File: config.mk
export PLATFORM = sky130hd
export DESIGN_NAME = ibex_rf_wb_arbiter_flat
export DESIGN_NICKNAME = d
export VERILOG_FILES = /design/src/rtl/ibex_rf_wb_arbiter_if.sv /design/src/rtl/ibex_rf_wb_arbiter.sv /design/src/flat_wrapper.sv
export SDC_FILE = /design/constraint.sdc
export NUM_CORES = 1
export LEC_CHECK = 0
export ABC_AREA = 1
export CORE_ASPECT_RATIO = 1.75
export CORE_MARGIN = 2
export CORE_UTILIZATION = 54
export CTS_BUF_LIST = sky130_fd_sc_hd__clkbuf_8
export CTS_CLUSTER_DIAMETER = 80
export CTS_CLUSTER_SIZE = 25
export DETAILED_ROUTE_END_ITERATION = 12
export PLACE_DENSITY = 0.84
export SYNTH_ARGS = -nofsm -noshare
export SYNTH_HDL_FRONTEND = slang
export SYNTH_SLANG_ARGS = --single-unit
export TNS_END_PERCENT = 10
File: constraint.sdc
create_clock -name clk_i -period 3.5 [get_ports clk_i]
set_clock_uncertainty 0.05 [all_clocks]
set_input_delay 0.525 -clock clk_i [delete_from_list [all_inputs] [get_ports clk_i]]
set_output_delay 0.525 -clock clk_i [all_outputs]
set_load 0.05 [all_outputs]
File: src/rtl/ibex_rf_wb_arbiter_if.sv
// ----------------------------------------------------------------------------
// ibex_rf_wb_arbiter_if
//
// Purpose:
//    Bundles the writeback-side signals of the register file write arbiter:
//    the ALU write request, the LSU result handshake, the registered register
//    file write port, the ID-stage hazard query and the status outputs.
//
// Modports:
//    slave  - the arbiter itself (consumes requests, drives rf/hazard/status)
//    master - the core side (drives requests, observes rf/hazard/status)
//
// Signals:
//    alu_we_i / alu_waddr_i / alu_wdata_i   ALU writeback request
//    lsu_valid_i / lsu_ready_o              LSU result handshake
//    lsu_waddr_i / lsu_wdata_i              LSU result payload
//    rf_we_o / rf_waddr_o / rf_wdata_o      register file write port
//    hz_raddr_a_i / hz_raddr_b_i            hazard query addresses
//    hz_a_o / hz_b_o                        queued-write hazard flags
//    alu_stall_o                            starvation stall request
//    err_o                                  sticky protocol error
// ----------------------------------------------------------------------------
interface ibex_rf_wb_arbiter_if #(
    parameter int DataWidth = 32,
    parameter int AddrWidth = 5
);

    logic                 alu_we_i;
    logic [AddrWidth-1:0] alu_waddr_i;
    logic [DataWidth-1:0] alu_wdata_i;

    logic                 lsu_valid_i;
    logic                 lsu_ready_o;
    logic [AddrWidth-1:0] lsu_waddr_i;
    logic [DataWidth-1:0] lsu_wdata_i;

    logic                 rf_we_o;
    logic [AddrWidth-1:0] rf_waddr_o;
    logic [DataWidth-1:0] rf_wdata_o;

    logic [AddrWidth-1:0] hz_raddr_a_i;
    logic [AddrWidth-1:0] hz_raddr_b_i;
    logic                 hz_a_o;
    logic                 hz_b_o;

    logic                 alu_stall_o;
    logic                 err_o;

    modport slave (
        input  alu_we_i, alu_waddr_i, alu_wdata_i,
        input  lsu_valid_i, lsu_waddr_i, lsu_wdata_i,
        output lsu_ready_o,
        output rf_we_o, rf_waddr_o, rf_wdata_o,
        input  hz_raddr_a_i, hz_raddr_b_i,
        output hz_a_o, hz_b_o,
        output alu_stall_o, err_o
    );

    modport master (
        output alu_we_i, alu_waddr_i, alu_wdata_i,
        output lsu_valid_i, lsu_waddr_i, lsu_wdata_i,
        input  lsu_ready_o,
        input  rf_we_o, rf_waddr_o, rf_wdata_o,
        output hz_raddr_a_i, hz_raddr_b_i,
        input  hz_a_o, hz_b_o,
        input  alu_stall_o, err_o
    );

endinterface

File: src/rtl/ibex_rf_wb_arbiter.sv
// ----------------------------------------------------------------------------
// ibex_rf_wb_arbiter
//
// Purpose:
//    Merges the single-cycle ALU writeback and the long-latency LSU/MAC
//    writeback onto the register file's single write port. LSU results that
//    cannot be written immediately wait in a small FIFO. The ALU always has
//    priority unless the FIFO has been starved for StarveLimit cycles, in
//    which case alu_stall_o asks the core to hold off ALU writes for a cycle.
//    An ALU write is younger than everything queued, so it squashes queued
//    (and same-cycle) LSU results to the same register.
//
// Ports:
//    clk_i  - clock
//    rst_i  - synchronous active-high reset
//    bus    - ibex_rf_wb_arbiter_if.slave (ALU/LSU requests, rf write port,
//             hazard query, stall and error status)
// ----------------------------------------------------------------------------
module ibex_rf_wb_arbiter #(
    parameter int DataWidth   = 32,
    parameter int AddrWidth   = 5,
    parameter int FifoDepth   = 2,
    parameter int StarveLimit = 4
) (
    input  logic                 clk_i,
    input  logic                 rst_i,
    ibex_rf_wb_arbiter_if.slave  bus
);

    localparam int PtrW = (FifoDepth > 1) ? $clog2(FifoDepth) : 1;
    localparam int CntW = PtrW + 1;
    localparam int StW  = $clog2(StarveLimit + 1);

    localparam logic [CntW-1:0] FullCount = CntW'(FifoDepth);
    localparam logic [StW-1:0]  StarveMax = StW'(StarveLimit);

    // FIFO storage; a cleared valid bit marks an entry squashed by a younger
    // ALU write to the same register (it still pops, but writes nothing).
    logic                 r_fifoValid [FifoDepth];
    logic [AddrWidth-1:0] r_fifoAddr  [FifoDepth];
    logic [DataWidth-1:0] r_fifoData  [FifoDepth];
    logic [PtrW-1:0]      r_rdPtr;
    logic [PtrW-1:0]      r_wrPtr;
    logic [CntW-1:0]      r_count;

    logic [StW-1:0]       r_starveCnt;
    logic                 r_err;

    logic                 r_rfWe;
    logic [AddrWidth-1:0] r_rfWaddr;
    logic [DataWidth-1:0] r_rfWdata;

    logic w_full;
    logic w_empty;
    logic w_lsuReady;
    logic w_lsuHs;
    logic w_aluStall;
    logic w_aluReq;
    logic w_aluWin;
    logic w_pop;
    logic w_headValid;
    logic w_bypass;
    logic w_lsuSquash;
    logic w_push;
    logic w_protoErr;
    logic w_hzA;
    logic w_hzB;

    // Arbitration: ALU first (unless stalled), then the FIFO head, then a
    // zero-bubble LSU bypass when nothing is queued. LSU results to x0 and
    // results squashed by a same-cycle ALU write complete the handshake but
    // are dropped.
    always_comb begin
        w_full      = (r_count == FullCount);
        w_empty     = (r_count == '0);
        w_lsuReady  = !rst_i && !w_full;
        w_lsuHs     = bus.lsu_valid_i && w_lsuReady;
        w_aluStall  = (r_starveCnt == StarveMax);
        w_aluReq    = bus.alu_we_i && (bus.alu_waddr_i != '0);
        w_aluWin    = w_aluReq && !w_aluStall;
        w_protoErr  = w_aluReq && w_aluStall;
        w_pop       = !w_aluWin && !w_empty;
        w_headValid = r_fifoValid[r_rdPtr];
        w_bypass    = !w_aluWin && w_empty && w_lsuHs && (bus.lsu_waddr_i != '0);
        w_lsuSquash = w_aluWin && (bus.lsu_waddr_i == bus.alu_waddr_i);
        w_push      = w_lsuHs && (bus.lsu_waddr_i != '0) && !w_bypass && !w_lsuSquash;
    end

    // Hazard flags look only at live (non-squashed) queued entries; x0 is
    // never a hazard since writes to it are never queued or performed.
    always_comb begin
        w_hzA = 1'b0;
        w_hzB = 1'b0;
        for (int i = 0; i < FifoDepth; i++) begin
            if (r_fifoValid[i] && (r_fifoAddr[i] == bus.hz_raddr_a_i)) begin
                w_hzA = 1'b1;
            end
            if (r_fifoValid[i] && (r_fifoAddr[i] == bus.hz_raddr_b_i)) begin
                w_hzB = 1'b1;
            end
        end
        if (bus.hz_raddr_a_i == '0) begin
            w_hzA = 1'b0;
        end
        if (bus.hz_raddr_b_i == '0) begin
            w_hzB = 1'b0;
        end
    end

    // State update: FIFO push/pop/squash, starvation counter, sticky error
    // and the registered write port. The write port only updates address and
    // data when it actually writes, so they hold their last value otherwise.
    always_ff @(posedge clk_i) begin
        if (rst_i) begin
            for (int i = 0; i < FifoDepth; i++) begin
                r_fifoValid[i] <= 1'b0;
                r_fifoAddr[i]  <= '0;
                r_fifoData[i]  <= '0;
            end
            r_rdPtr     <= '0;
            r_wrPtr     <= '0;
            r_count     <= '0;
            r_starveCnt <= '0;
            r_err       <= 1'b0;
            r_rfWe      <= 1'b0;
            r_rfWaddr   <= '0;
            r_rfWdata   <= '0;
        end else begin
            if (w_aluWin) begin
                for (int i = 0; i < FifoDepth; i++) begin
                    if (r_fifoAddr[i] == bus.alu_waddr_i) begin
                        r_fifoValid[i] <= 1'b0;
                    end
                end
            end

            if (w_pop) begin
                r_fifoValid[r_rdPtr] <= 1'b0;
                r_rdPtr              <= r_rdPtr + PtrW'(1);
            end

            if (w_push) begin
                r_fifoValid[r_wrPtr] <= 1'b1;
                r_fifoAddr[r_wrPtr]  <= bus.lsu_waddr_i;
                r_fifoData[r_wrPtr]  <= bus.lsu_wdata_i;
                r_wrPtr              <= r_wrPtr + PtrW'(1);
            end

            if (w_push && !w_pop) begin
                r_count <= r_count + CntW'(1);
            end else if (w_pop && !w_push) begin
                r_count <= r_count - CntW'(1);
            end

            if (w_empty || w_pop) begin
                r_starveCnt <= '0;
            end else if (r_starveCnt != StarveMax) begin
                r_starveCnt <= r_starveCnt + StW'(1);
            end

            if (w_protoErr) begin
                r_err <= 1'b1;
            end

            r_rfWe <= w_aluWin || (w_pop && w_headValid) || w_bypass;
            if (w_aluWin) begin
                r_rfWaddr <= bus.alu_waddr_i;
                r_rfWdata <= bus.alu_wdata_i;
            end else if (w_pop && w_headValid) begin
                r_rfWaddr <= r_fifoAddr[r_rdPtr];
                r_rfWdata <= r_fifoData[r_rdPtr];
            end else if (w_bypass) begin
                r_rfWaddr <= bus.lsu_waddr_i;
                r_rfWdata <= bus.lsu_wdata_i;
            end
        end
    end

    assign bus.lsu_ready_o = w_lsuReady;
    assign bus.rf_we_o     = r_rfWe;
    assign bus.rf_waddr_o  = r_rfWaddr;
    assign bus.rf_wdata_o  = r_rfWdata;
    assign bus.hz_a_o      = w_hzA;
    assign bus.hz_b_o      = w_hzB;
    assign bus.alu_stall_o = w_aluStall;
    assign bus.err_o       = r_err;

endmodule

File: src/flat_wrapper.sv
// flat-port wrapper written by rule: the top's interface ports become plain ports
module ibex_rf_wb_arbiter_flat 
#(
    parameter int DataWidth   = 32,
    parameter int AddrWidth   = 5,
    parameter int FifoDepth   = 2,
    parameter int StarveLimit = 4
)
  (clk_i, rst_i, bus_alu_we_i, bus_alu_waddr_i, bus_alu_wdata_i, bus_lsu_valid_i, bus_lsu_waddr_i, bus_lsu_wdata_i, bus_lsu_ready_o, bus_rf_we_o, bus_rf_waddr_o, bus_rf_wdata_o, bus_hz_raddr_a_i, bus_hz_raddr_b_i, bus_hz_a_o, bus_hz_b_o, bus_alu_stall_o, bus_err_o);
  ibex_rf_wb_arbiter_if #(.DataWidth(DataWidth), .AddrWidth(AddrWidth)) bus_i ();
  input  logic clk_i;
  input  logic rst_i;
  input wire logic [$bits(bus_i.alu_we_i)-1:0] bus_alu_we_i;
  input wire logic [$bits(bus_i.alu_waddr_i)-1:0] bus_alu_waddr_i;
  input wire logic [$bits(bus_i.alu_wdata_i)-1:0] bus_alu_wdata_i;
  input wire logic [$bits(bus_i.lsu_valid_i)-1:0] bus_lsu_valid_i;
  input wire logic [$bits(bus_i.lsu_waddr_i)-1:0] bus_lsu_waddr_i;
  input wire logic [$bits(bus_i.lsu_wdata_i)-1:0] bus_lsu_wdata_i;
  output wire logic [$bits(bus_i.lsu_ready_o)-1:0] bus_lsu_ready_o;
  output wire logic [$bits(bus_i.rf_we_o)-1:0] bus_rf_we_o;
  output wire logic [$bits(bus_i.rf_waddr_o)-1:0] bus_rf_waddr_o;
  output wire logic [$bits(bus_i.rf_wdata_o)-1:0] bus_rf_wdata_o;
  input wire logic [$bits(bus_i.hz_raddr_a_i)-1:0] bus_hz_raddr_a_i;
  input wire logic [$bits(bus_i.hz_raddr_b_i)-1:0] bus_hz_raddr_b_i;
  output wire logic [$bits(bus_i.hz_a_o)-1:0] bus_hz_a_o;
  output wire logic [$bits(bus_i.hz_b_o)-1:0] bus_hz_b_o;
  output wire logic [$bits(bus_i.alu_stall_o)-1:0] bus_alu_stall_o;
  output wire logic [$bits(bus_i.err_o)-1:0] bus_err_o;
  assign bus_i.alu_we_i = bus_alu_we_i;
  assign bus_i.alu_waddr_i = bus_alu_waddr_i;
  assign bus_i.alu_wdata_i = bus_alu_wdata_i;
  assign bus_i.lsu_valid_i = bus_lsu_valid_i;
  assign bus_i.lsu_waddr_i = bus_lsu_waddr_i;
  assign bus_i.lsu_wdata_i = bus_lsu_wdata_i;
  assign bus_lsu_ready_o = bus_i.lsu_ready_o;
  assign bus_rf_we_o = bus_i.rf_we_o;
  assign bus_rf_waddr_o = bus_i.rf_waddr_o;
  assign bus_rf_wdata_o = bus_i.rf_wdata_o;
  assign bus_i.hz_raddr_a_i = bus_hz_raddr_a_i;
  assign bus_i.hz_raddr_b_i = bus_hz_raddr_b_i;
  assign bus_hz_a_o = bus_i.hz_a_o;
  assign bus_hz_b_o = bus_i.hz_b_o;
  assign bus_alu_stall_o = bus_i.alu_stall_o;
  assign bus_err_o = bus_i.err_o;
  ibex_rf_wb_arbiter #(.DataWidth(DataWidth), .AddrWidth(AddrWidth), .FifoDepth(FifoDepth), .StarveLimit(StarveLimit)) u_core (.clk_i(clk_i), .rst_i(rst_i), .bus(bus_i));
endmodule
==> results by group <==
Setup path
  – Critical Path RT: 2.92 ns
  – Critical Path AT: between 2 and 2.5 ns
  – Crit Path Max Fanout: 3
  – Critical Path Source Type: input port
  – WP buf/inv: 3
  – Worst setup EP type: output port
  – Largest delay share family, worst path: buffers and inverters
  – CP Class: input port to output port
  – Most frequent CP cell: clkdlybuf4s50_1
  – Max stage delay on crit path: ~0.8 ns
  – Crit-path cells: clkdlybuf4s50_1 -> inv_1 -> nor2_1 -> nor3_1 -> nand3_1 -> a21oi_1 -> clkdlybuf4s50_1
  – Slowest CP cell: clkdlybuf4s50_1

Pwr
  – PwrDens: slightly below 600 mW/mm^2
  – P_int: approximately 3.0 mW
  – Clock network fraction of total power: between 20% and 30%
  – Leakage power: about 3.8 nW
  – Power Total: between 4 and 5 mW
  – Sequential power share: between 30% and 40%
  – Net switching power: slightly below 2 mW
  – Net Sw Frac: a little under 40%
  – Combinational share of power: 36.4%
  – Worst IR Drop VDD: around 430 uV

GRT
  – Largest net degree at the start of global routing: 58
  – Initial antenna violation count: 0
  – Gr ovfl total: 0
  – Vias in the first global route: 6025
  – Total GRT Usage: about 27%
  – First-pass GRT wire length: 28100 um

Run status
  – Run status: completed

Synth
  – Post-synthesis sequential area ratio: 47.4%
  – Syn Nets: around 960
  – YS warnings: 0
  – Post-Syn Area per Cell: approximately 7.8 sq um
  – Unique masters post-synth: 38
  – Post-Syn Area: 0.00676 sq mm
  – Synth Instances: 870
  – Yosys reg bits: ~120

Floorplanning
  – Die area: about 0.013 sq mm
  – Starting Density: ~55%
  – Die Ht: around 150 um
  – Core Region: roughly 0.012 sq mm
  – Row Count: between 50 and 60
  – Io pins: 131
  – Die width: 88.6 um

Timing
  – Fin Hold WS: around 0.4 ns
  – RSZ-0062 raised after global routing: no
  – Tcrit/Tclk final: 85.5%
  – Fin. Hold Viols: 0
  – Tmin final: approximately 3 ns
  – Max Slew Vio Count: 0
  – Max Freq: around 330 MHz
  – Setup WS post-layout: approximately 0.5 ns
  – Max-slew headroom: 24.5%
  – Worst Max-Slew Pin Slew: approximately 1.1 ns
  – Setup Viol. Count Final: 0
  – Final TNS setup: 0 ns

Layout
  – Final instance area: around 0.0085 sq mm
  – Most common cell after layout, fill and taps aside: nand2_1
  – # diodes: 0
  – Most frequent cells in the layout: nand2_1 (251), clkdlybuf4s50_1 (129), inv_1 (121)
  – Synthesis-to-finish area growth: 26.2%
  – Layout cells sized above 1: between 10% and 20%
  – Fin util: 69.0%
  – # nets final: ~1.1k
  – Non-Filler Instances: 1166

Placed design
  – Placed Cells: approximately 1.1k
  – Placer's final routability congestion estimate: around 0.91
  – Area post-placement: about 0.0081 sq mm
  – IO Port Bufs: between 100 and 150
  – Post-Place Setup Slack: just under 0.5 ns
  – Hpwl dp: around 12000 um

CTS
  – Worst-skew pair later-pin latency: between 0.4 and 0.5 ns
  – Post_cts resized: 0
  – CTS tree: done
  – CTS HTree Levels: 4
  – Num CTS Buffers: 17
  – CTS max path bufs: 2
  – Hold_buf cts: 0
  – Post-CTS setup buffer count: 0
  – CTS root buf: clkbuf_8
  – Clk pin slew, worst setup/hold paths: 0.08 ns
  – TritonCTS Sinks: 123

Hold path
  – Hold WC Path Type: register to register

Detailed routing
  – Number of DRC markers in iteration 0: around 510
  – Post-DR vias/cell: 5.22
  – Number of remaining DRC errors: 0
  – Via count: about 6.1k
  – Routed Antenna Nets: 0
  – Wire per inst: between 10 and 15 um
  – WL final: ~17000 um
  – 1st-pass router iterations: 5

Job
  – MaxCap Viol Count: 0
-- layout make-up --
cell class,instances,area (sq um)
Fill cell,1022,3840
Sequential cell,123,3200
Multi-Input combinational cell,572,2840
Timing Repair Buffer,144,1420
Inverter,127,477
Clock buffer,19,262
Tap cell,168,210
Clock inverter,13,118
-- worst paths after layout --
check	startpoint	to	slack [ns]	cells after the start
max	bus_hz_raddr_a_i[1]	bus_hz_a_o	0.51	7
min reg2reg	u_core.bus.rf_wdata_o[18]	u_core.bus.rf_wdata_o[18]	0.40	2
min	u_core.bus.rf_wdata_o[18]	u_core.bus.rf_wdata_o[18]	0.40	2
max reg2reg	register	u_core.bus.rf_waddr_o[1]	0.92	8
-- state kept, by name, summed over array words and instances (netlist names), named ones only --
name,flops
u_core.bus.err_o,1
u_core.bus.rf_waddr_o,5
u_core.bus.rf_wdata_o,32
u_core.bus.rf_we_o,1
u_core.r_count,2
u_core.r_fifoAddr,10
u_core.r_fifoData,64
u_core.r_fifoValid,2
u_core.r_rdPtr,1
u_core.r_starveCnt,3
u_core.r_wrPtr,1
-- layer usage --
metal  GRT usage [%]  up-vias  part of all wire (%)
li1                -     2994                     -
met1            29.2     2783                    36
met2            47.1      247                    54
met3            5.11       63                   6.0
met4            14.6        0                   4.2
met5               0        -                     0
-- cells in the mapped netlist --
cell / number / area (sq um)
ha_1: 3 / 37.5
nand3_4: 2 / 35.0
o31a_1: 27 / 236
o211ai_1: 1 / 7.51
nand3b_1: 11 / 82.6
a21boi_0: 8 / 60.1
or2_2: 32 / 200
nor2_1: 88 / 330
nor2_8: 1 / 20.0
nand4_1: 15 / 93.8
o21a_1: 1 / 7.51
buf_6: 3 / 33.8
o22ai_1: 8 / 50.1
xnor2_1: 13 / 114
nor4_1: 2 / 12.5
nand3_1: 45 / 225
nor3_1: 2 / 10.0
nor2_2: 2 / 12.5
a211oi_1: 1 / 7.51
buf_4: 7 / 52.6
buf_2: 16 / 80.1
o21ai_0: 20 / 100
a21oi_1: 25 / 125
a21oi_4: 1 / 16.3
inv_2: 6 / 22.5
nor2_4: 2 / 22.5
a221oi_1: 1 / 8.76
inv_1: 121 / 454
o21bai_2: 1 / 11.3
xor2_1: 3 / 26.3
dfxtp_1: 49 / 981
nor3_2: 1 / 10.0
nand2_1: 254 / 953
o21ai_1: 1 / 5.00
buf_1: 3 / 11.3
edfxtp_1: 74 / 2220
nand3_2: 1 / 10.0
clkbuf_1: 19 / 71.3
-- kinds of logic after synthesis --
group,Yosys count,share of synthesized area (%)
AOI/OAI and AO/OA,95,9.40
DFF,123,47.4
and+or+nand+nor,458,29.9
buffers and inverters,175,10.7
adders and majority gates,3,0.555
xor gates and xnor gates,16,2.07
-- tightest hold or removal path: cells and delay by family, from the launching register on --
| kind | cells | cell delay (ns) |
|---|---|---|
| AND/OR/NAND/NOR | 2 | 0.10 |
| flip-flops | 1 | 0.31 |
-- power by group through the flow --
stage / Sequential (mW) / Clock, mW / Combinational (mW)
global placement: 1.94 / 0 / 1.75
CTS: 1.92 / 1.22 / 1.79
floorplan: 2.16 / 0 / 0.984
global route: 1.95 / 1.28 / 1.95
finish: 1.92 / 1.21 / 1.79
detailed placement: 1.95 / 0 / 1.78
No activity file was read; power rests on OpenSTA's default activity.
